==> config.mk <==
export PLATFORM = sky130hd
export DESIGN_NAME = acc_cpu_param
export DESIGN_NICKNAME = d
export VERILOG_FILES = /design/src/rtl/acc_cpu_pkg.sv /design/src/rtl/acc_cpu_alu.sv /design/src/rtl/acc_cpu_param.sv
export SDC_FILE = /design/constraint.sdc
export NUM_CORES = 1
export LEC_CHECK = 0
export CORE_UTILIZATION = 50
export DETAILED_ROUTE_END_ITERATION = 6
export DONT_BUFFER_PORTS = 1
export SYNTH_ARGS = -nofsm -noshare
export SYNTH_HDL_FRONTEND = slang
export SYNTH_SLANG_ARGS = --single-unit
==> constraint.sdc <==
create_clock -name clk -period 5.4 [get_ports clk]
set_clock_uncertainty 0.2 [all_clocks]
set_input_delay 0.81 -clock clk [delete_from_list [all_inputs] [get_ports clk]]
set_output_delay 0.81 -clock clk [all_outputs]
set_load 0.01 [all_outputs]
==> src/rtl/acc_cpu_pkg.sv <==
// Shared definitions for the accumulator CPU: opcode values and FSM state encoding.
package acc_cpu_pkg;

   localparam logic [3:0] OP_ADD   = 4'h0;
   localparam logic [3:0] OP_SUB   = 4'h1;
   localparam logic [3:0] OP_STORE = 4'h2;
   localparam logic [3:0] OP_LOAD  = 4'h3;
   localparam logic [3:0] OP_LDI   = 4'h4;
   localparam logic [3:0] OP_AND   = 4'h5;
   localparam logic [3:0] OP_OR    = 4'h6;
   localparam logic [3:0] OP_XOR   = 4'h7;
   localparam logic [3:0] OP_NOT   = 4'h8;
   localparam logic [3:0] OP_SHL   = 4'h9;
   localparam logic [3:0] OP_SHR   = 4'hA;
   localparam logic [3:0] OP_ADDM  = 4'hB;
   localparam logic [3:0] OP_CLR   = 4'hC;

   typedef enum logic [1:0] {
      ST_IDLE = 2'd0,
      ST_EXEC = 2'd1,
      ST_RESP = 2'd2
   } state_e;

endpackage

==> src/rtl/acc_cpu_alu.sv <==
// Combinational ALU for the accumulator CPU: result, carry and which of acc/carry the opcode writes.
module acc_cpu_alu
   import acc_cpu_pkg::*;
#(
   parameter int DATA_W = 8
) (
   input  logic [3:0]        opcode,
   input  logic [DATA_W-1:0] a,
   input  logic [DATA_W-1:0] d,
   input  logic [DATA_W-1:0] m,
   input  logic              carry_in,
   output logic [DATA_W-1:0] result,
   output logic              carry_out,
   output logic              writes_acc,
   output logic              writes_carry
);

   logic [DATA_W:0] wide_s;

   // Opcode decode; the extra top bit of wide_s is the carry (or borrow for SUB).
   always_comb begin
      result       = a;
      carry_out    = carry_in;
      writes_acc   = 1'b0;
      writes_carry = 1'b0;
      wide_s       = '0;
      case (opcode)
         OP_ADD: begin
            wide_s       = {1'b0, a} + {1'b0, d};
            result       = wide_s[DATA_W-1:0];
            carry_out    = wide_s[DATA_W];
            writes_acc   = 1'b1;
            writes_carry = 1'b1;
         end
         OP_SUB: begin
            wide_s       = {1'b0, a} - {1'b0, d};
            result       = wide_s[DATA_W-1:0];
            carry_out    = wide_s[DATA_W];
            writes_acc   = 1'b1;
            writes_carry = 1'b1;
         end
         OP_LOAD: begin
            result     = m;
            writes_acc = 1'b1;
         end
         OP_LDI: begin
            result     = d;
            writes_acc = 1'b1;
         end
         OP_AND: begin
            result     = a & d;
            writes_acc = 1'b1;
         end
         OP_OR: begin
            result     = a | d;
            writes_acc = 1'b1;
         end
         OP_XOR: begin
            result     = a ^ d;
            writes_acc = 1'b1;
         end
         OP_NOT: begin
            result     = ~a;
            writes_acc = 1'b1;
         end
         OP_SHL: begin
            result       = {a[DATA_W-2:0], 1'b0};
            carry_out    = a[DATA_W-1];
            writes_acc   = 1'b1;
            writes_carry = 1'b1;
         end
         OP_SHR: begin
            result       = {1'b0, a[DATA_W-1:1]};
            carry_out    = a[0];
            writes_acc   = 1'b1;
            writes_carry = 1'b1;
         end
         OP_ADDM: begin
            wide_s       = {1'b0, a} + {1'b0, m};
            result       = wide_s[DATA_W-1:0];
            carry_out    = wide_s[DATA_W];
            writes_acc   = 1'b1;
            writes_carry = 1'b1;
         end
         OP_CLR: begin
            result     = '0;
            writes_acc = 1'b1;
         end
         default: begin
            result       = a;
            carry_out    = carry_in;
            writes_acc   = 1'b0;
            writes_carry = 1'b0;
         end
      endcase
   end

endmodule

==> src/rtl/acc_cpu_param.sv <==
// Parametrised accumulator CPU: IDLE/EXEC/RESP instruction FSM, instruction register,
// data memory and flags, with a valid/ready instruction input and a one-cycle retire strobe.
module acc_cpu_param
   import acc_cpu_pkg::*;
#(
   parameter int DATA_W = 8,
   parameter int ADDR_W = 4
) (
   input  logic              clk,
   input  logic              rst_n,
   input  logic              ena,
   input  logic              in_valid,
   output logic              in_ready,
   input  logic [3:0]        in_opcode,
   input  logic [ADDR_W-1:0] in_addr,
   input  logic [DATA_W-1:0] in_data,
   output logic [DATA_W-1:0] out_acc,
   output logic              out_valid,
   output logic              flag_zero,
   output logic              flag_carry,
   output logic              busy
);

   localparam int DEPTH = 2 ** ADDR_W;

   state_e              state_q, state_d;
   logic [3:0]          ir_op_q, ir_op_d;
   logic [ADDR_W-1:0]   ir_addr_q, ir_addr_d;
   logic [DATA_W-1:0]   ir_data_q, ir_data_d;
   logic [DATA_W-1:0]   acc_q, acc_d;
   logic                zero_q, zero_d;
   logic                carry_q, carry_d;
   logic                out_valid_q, out_valid_d;
   logic                busy_q, busy_d;
   logic [DATA_W-1:0]   mem_q [DEPTH];
   logic                mem_we_s;
   logic                in_ready_s;

   logic [DATA_W-1:0]   alu_result_s;
   logic                alu_carry_s;
   logic                alu_wr_acc_s;
   logic                alu_wr_carry_s;

   acc_cpu_alu #(
      .DATA_W (DATA_W)
   ) u_alu (
      .opcode       (ir_op_q),
      .a            (acc_q),
      .d            (ir_data_q),
      .m            (mem_q[ir_addr_q]),
      .carry_in     (carry_q),
      .result       (alu_result_s),
      .carry_out    (alu_carry_s),
      .writes_acc   (alu_wr_acc_s),
      .writes_carry (alu_wr_carry_s)
   );

   // Next-state, instruction latch and architectural updates.
   always_comb begin
      state_d     = state_q;
      ir_op_d     = ir_op_q;
      ir_addr_d   = ir_addr_q;
      ir_data_d   = ir_data_q;
      acc_d       = acc_q;
      zero_d      = zero_q;
      carry_d     = carry_q;
      out_valid_d = 1'b0;
      mem_we_s    = 1'b0;
      in_ready_s  = 1'b0;
      case (state_q)
         ST_IDLE: begin
            in_ready_s = ena;
            if (in_valid && ena) begin
               ir_op_d   = in_opcode;
               ir_addr_d = in_addr;
               ir_data_d = in_data;
               state_d   = ST_EXEC;
            end else begin
               state_d   = ST_IDLE;
            end
         end
         ST_EXEC: begin
            if (alu_wr_acc_s) begin
               acc_d  = alu_result_s;
               zero_d = (alu_result_s == '0);
            end else begin
               acc_d  = acc_q;
               zero_d = zero_q;
            end
            if (alu_wr_carry_s) begin
               carry_d = alu_carry_s;
            end else begin
               carry_d = carry_q;
            end
            if (ir_op_q == OP_STORE) begin
               mem_we_s = 1'b1;
            end else begin
               mem_we_s = 1'b0;
            end
            out_valid_d = 1'b1;
            state_d     = ST_RESP;
         end
         ST_RESP: begin
            state_d = ST_IDLE;
         end
         default: begin
            state_d = ST_IDLE;
         end
      endcase
      busy_d = (state_d != ST_IDLE);
   end

   // Control, instruction and architectural state registers.
   always_ff @(posedge clk or negedge rst_n) begin
      if (!rst_n) begin
         state_q     <= ST_IDLE;
         ir_op_q     <= 4'h0;
         ir_addr_q   <= '0;
         ir_data_q   <= '0;
         acc_q       <= '0;
         zero_q      <= 1'b1;
         carry_q     <= 1'b0;
         out_valid_q <= 1'b0;
         busy_q      <= 1'b0;
      end else begin
         state_q     <= state_d;
         ir_op_q     <= ir_op_d;
         ir_addr_q   <= ir_addr_d;
         ir_data_q   <= ir_data_d;
         acc_q       <= acc_d;
         zero_q      <= zero_d;
         carry_q     <= carry_d;
         out_valid_q <= out_valid_d;
         busy_q      <= busy_d;
      end
   end

   // Data memory; cleared by reset so a reset mid-instruction leaves no stale words.
   always_ff @(posedge clk or negedge rst_n) begin
      if (!rst_n) begin
         for (int i = 0; i < DEPTH; i++) begin
            mem_q[i] <= '0;
         end
      end else if (mem_we_s) begin
         mem_q[ir_addr_q] <= acc_q;
      end
   end

   assign in_ready   = in_ready_s;
   assign out_acc    = acc_q;
   assign out_valid  = out_valid_q;
   assign flag_zero  = zero_q;
   assign flag_carry = carry_q;
   assign busy       = busy_q;

endmodule

Word-level counts from Yosys, hierarchy flattened
Index checks and enable logic that the tools add are counted.
- $add $sub $neg: 3
- reduce and logical (&&, ||, !) cells: 12
- muxes and demuxes: 16
- magnitude comparators: 2
- equality and inequality tests: 13
- bitwise logic cells: 5
- operators with widths (cell ; count):
    128-bit bitwise mux ; 1
    8-bit case mux with 12 select lines ; 1
    8-bit binary-select mux with 4-bit select ; 1
    8-bit demux with 4-bit select ; 1
    8-bit 2-to-1 mux ; 3
    4-bit equality test (second input constant) ; 5
    8-bit by 8-bit adder with 9-bit output ; 2
    4-bit by 3-bit equality test with 1-bit output (second input constant) ; 4
    12-bit OR reduction ; 1
    8-bit by 8-bit subtractor with 9-bit output ; 1
    8-bit AND ; 1
    4-bit by 2-bit equality test with 1-bit output (second input constant) ; 2
    8-bit logical NOT ; 1
    8-bit inverter ; 1
    8-bit OR ; 1
    8-bit XOR ; 1
    1-bit 2-to-1 mux ; 7
    5-bit >= comparator (second input constant) ; 1
    5-bit by 1-bit less-than comparator with 1-bit output (second input constant) ; 1
    4-bit inverter with 5-bit output ; 1
    1-bit case mux with 5 select lines ; 1
    5-bit nonzero test ; 1
    5-bit OR reduction ; 1
    4-bit by 1-bit equality test with 1-bit output (second input constant) ; 1
    other kinds (8) ; 10
- output and inout port bits: 13
- bits in registers: 158
- bits of input ports: 20

Depth between registers and ports, before layout
- depth after elaboration: 7
- depth in mapped cells: 16
- mapped depth without buffers: 14

Hierarchy
From an unflattened synthesis, not the netlist that was laid out.
- cells, all modules: 736
- area total of the unflattened synthesis: 9233.9 µm²
- modules (own cells, without submodules) (module ; sequential area each (µm²) ; instances ; cells an instance ; area an instance (µm²)):
    acc_cpu_param ; 3930.0 ; 1 ; 432 ; 7139.3
    acc_cpu_alu ; 0.0 ; 1 ; 304 ; 2094.5

Least setup slack after synthesis
Ideal clock, no wire load.
- kind: reg-to-reg
- start: register ir_addr_q[0]
- end: register zero_q, in the netlist flag_zero
- setup slack: 1.657 ns
- cell stages (with the launch flop): 14
- arrival time: 3.446 ns
- required time: 5.103 ns
- library setup time: 0.097 ns
- clock period less this slack: 3.743 ns
- path through: dfrtp_1 -> buf_6 -> buf_8 -> mux4_2 -> a22o_1 -> a21o_1 -> ha_1 -> fa_1 -> a21oi_1 -> o211ai_1 -> a21oi_1 -> o2111ai_1 -> or3_1 -> o41ai_2
- cells in the longest elaborated chain, start to end: 7
- RTL lines (element ; line ; text):
    from (decl) ; acc_cpu_param.sv:28 ; logic [ADDR_W-1:0] ir_addr_q, ir_addr_d;
    from (signal assigned) ; acc_cpu_param.sv:128 ; ir_addr_q <= ir_addr_d;
    4-bit inverter with 5-bit output (implied by the code) (*) ; acc_cpu_param.sv:50 ; .m (mem_q[ir_addr_q]),
    8-bit binary-select mux with 4-bit select (*) ; acc_cpu_param.sv:50 ;
    8-bit 2-to-1 mux (implied by the code) (*) (2 in a row) ; acc_cpu_param.sv:50 ;
    8-bit by 8-bit adder with 9-bit output ; acc_cpu_alu.sv:79 ; wide_s = {1'b0, a} + {1'b0, m};
    8-bit case mux with 12 select lines (*) ; acc_cpu_alu.sv:27 ; case (opcode)
    8-bit logical NOT (*) ; acc_cpu_param.sv:85 ; zero_d = (alu_result_s == '0);
    to (signal assigned) ; acc_cpu_param.sv:131 ; zero_q <= zero_d;
    to (decl) ; acc_cpu_param.sv:31 ; logic zero_q, zero_d;
Every way passes the cells marked *; elsewhere a longest branch is shown, timed or not. The select of a mux whose other input is x is not followed.
A chain may end at the register's enable or synchronous reset.

Worst setup path after layout
Ends and elaborated chain as after synthesis.

==> impl_metrics.tcl <==
set metrics [dict create \
    grt_max_degree 157 \
    finalCritPeriodShare_pct 83.6 \
    crit_path_start_kind "flop" \
    fin_nets 850 \
    die_area_mm2 0.0184 \
    setup_viol 0 \
    place.gp.congestion 0.944 \
    power.switching_w 0.00170 \
    clk_path_buf_depth 2 \
    port_buffers 0 \
    drive_gt1_share_pct 24.3 \
    synth_warnings 0 \
    top_usage_layer "met2" \
    clkTransAtPathRegs_ns 0.06 \
    cts_resized 0 \
    cts_buffers 17 \
    wl_um 26000 \
    powerDensity_mw_per_mm2 438 \
    dp.cells 1000 \
    clock_latency_ns 0.42 \
    cts.htree.levels 4 \
    synthCells 807 \
    use_met1_pct 40.9 \
    syn_nets 862 \
    drv_slew 0 \
    slew_headroom_pct 27.5 \
    use_met2_pct 46.7 \
    pre_cts_ws_ns 0.952 \
    die_w_um 136 \
    insertedDiodeCount 0 \
    yosysSeqAreaShare_pct 44.1 \
    status "completed" \
    grt_usage_pct 30.1 \
    arrival_ns 4.64 \
    die_y_um 136 \
    synthToLayoutAreaGrowth_pct 8.49 \
    hold_class "input port to async pin" \
    grt_overflow 0 \
    drt.antenna.violating_nets 0 \
    end_kind "flop" \
    synth-main-ff-cell "dfrtp_1" \
    detailedPlacementHpwl_um 17900 \
    p_sw_share_pct 40.1 \
    intPower_w 0.00254 \
    via_per_inst 6.45 \
    seqPwrFrac_pct 34.3 \
    rsz0062_at_grt "false" \
    start_util_pct 51.4 \
    grt_pass1_vias 6539 \
    reg2regPathDepth 14 \
    vias 6646 \
    tightest_slew_ns 1.08 \
    hold_viol 0 \
    layoutNonFillerInstCount 1030 \
    ys_async_sr_fraction_pct 100 \
    setup_slack_ns 0.883 \
    clkSinkCount 157 \
    p_leak_nw 4.38 \
    grt_first_pass_wirelength_um 39900 \
    max_freq_mhz 221 \
    ios 33 \
    first_pass_iters 6 \
    cap_violations 0 \
    power.total_w 0.00424 \
    required_ns 5.53 \
    synth_edf_count 0 \
    core_mm2 0.0174 \
    grt_use_met3_pct 5.95 \
    ir_drop_uv 269 \
    synth_area_mm2 0.00891 \
    tritoncts "done" \
    worstPathMaxFanout 13 \
    critPathKind "flop to flop" \
    min_period_ns 4.52 \
    num_rows 48 \
    regToRegSetupSlack_ns 0.88 \
    r2r_start "ir_addr_q[0]" \
    drc_errors 0 \
    synthDistinctLibCells 71 \
    power.clock.fraction_pct 27.9 \
    reg2reg_to "flag_zero" \
    drtIter0Drc 662 \
    wl_per_cell_um 25.2 \
    grt_antenna_before_repair 0 \
    ys_ff_latch 157 \
    p_comb_share_pct 37.9 \
    final.setup.tns_ns 0 \
    syn_avg_cell_area_um2 11.0 \
    cts-root-buf "clkbuf_16" \
]
Yosys cell counts (all sizes together) (4+ instances only):
cell type / number / area, µm²
a31oi: 4 / 25.0
nand2: 82 / 308
o21bai: 5 / 37.5
and2: 5 / 31.3
a22oi: 12 / 95.1
nand3: 15 / 75.1
inv: 29 / 109
dfrtp: 156 / 3900
a211oi: 9 / 67.6
nand2b: 7 / 43.8
o21ai: 68 / 340
o211ai: 4 / 30.0
clkbuf: 28 / 105
xnor2: 7 / 61.3
nor2b: 6 / 37.5
buf: 21 / 136
o22ai: 6 / 37.5
nor2: 39 / 161
o32ai: 5 / 43.8
mux2: 113 / 1270
mux2i: 25 / 250
mux4: 22 / 503
a21oi: 27 / 139
ha: 32 / 400
nor3: 14 / 85.1
a221oi: 7 / 67.6
cell usage in the layout, fill, tap and decap left out, types with 5 or more instances in the layout:
master / count
a21oi_1: 26
a211oi_1: 9
o21bai_1: 5
o32ai_1: 5
a221oi_1: 6
a22oi_1: 11
and2_1: 5
nand2b_1: 7
nor2_2: 6
nand2_1: 82
mux4_2: 20
xnor2_1: 7
ha_1: 32
nor3_1: 11
o21ai_0: 63
o22ai_1: 6
nor2_1: 33
clkbuf_16: 17
mux2i_1: 25
mux2_2: 111
nand3_1: 15
buf_4: 17
o21ai_1: 5
nor2b_1: 6
dfrtp_1: 155
inv_1: 29
cell families (layout without fill, tap and decap cells):
group           Yosys count  after routing  share of synthesized area, %
compound gates          181            181                          13.3
xor+xnor                  7              7                         0.688
fa+ha+maj                35             35                          5.16
buf+inv                  78             76                          3.93
flops                   157            157                          44.1
mux                     160            160                          22.7
simple gates            189            189                          10.1
timing repair:
| action | 4_1_cts | 5_1_grt |
|---|---|---|
| endpoints found under the hold margin | 156 | 0 |
| setup buffers | 0 | 0 |
| hold buffers | 1 | 0 |
through the flow:
step                      utilization (%)  instance area, µm²  hold slack [ns]
final                                55.7                9670           0.0267
after global routing                 55.7                9670          0.00748
after CTS                            55.7                9670           0.0101
after detailed placement             52.3                9080            0.268
after global placement               52.3                9080            0.259
after floorplan                         -                8910            0.242
worst max-delay path by stage:
stage	start	to	slack [ns]	depth (start not counted)
2_1_floorplan	ir_addr_q[0]	flag_zero	1.66	13
5_1_grt	ir_addr_q[0]	flag_zero	0.64	13
6_report	ir_addr_q[0]	flag_zero	0.88	14
3_5_place_dp	ir_addr_q[0]	flag_zero	0.95	14
3_3_place_gp	ir_addr_q[0]	flag_zero	1.09	14
4_1_cts	ir_addr_q[0]	flag_zero	0.94	14
critical path, stage by stage (launching register included):
cell      delay [ns]
dfrtp_1         0.67
buf_4           0.34
and2b_1         0.34
a221oi_1        0.14
or2_2           0.34
a21o_1          0.19
ha_1            0.22
fa_1            0.41
a21oi_1         0.22
o21bai_1        0.11
xnor2_1         0.14
o32ai_1         0.15
a211oi_1        0.53
nand3_1         0.18
o41ai_2         0.23
layer usage:
metal	share of wire, %	wire length, µm
met4	3.8	985
met1	43	11200
met2	47	12200
met5	0	0
met3	6.0	1560
state kept, by name, summed over array words and instances (netlist names):
name	cells
out_acc	8
mem_q	128
busy	1
ir_op_q	4
flag_zero	1
ir_data_q	8
flag_carry	1
out_valid	1
ir_addr_q	4
state_q	1
power groups by stage:
stage               logic [W]  clock network (W)  registers, W
floorplan             0.00106                  0       0.00143
global placement      0.00152                  0       0.00146
finish                0.00160            0.00118       0.00145
detailed placement    0.00153                  0       0.00147
global route          0.00172            0.00124       0.00147
CTS                   0.00157            0.00120       0.00145
final cells by class:
cell class | instances | area, µm²
Clock buffer | 20 | 447
Clock inverter | 9 | 114
Fill cell | 1493 | 7680
Inverter | 29 | 109
Multi-Input combinational cell | 572 | 4630
Sequential cell | 157 | 3930
Tap cell | 225 | 282
Timing Repair Buffer | 18 | 155
Power figures use the tool's default switching activity.
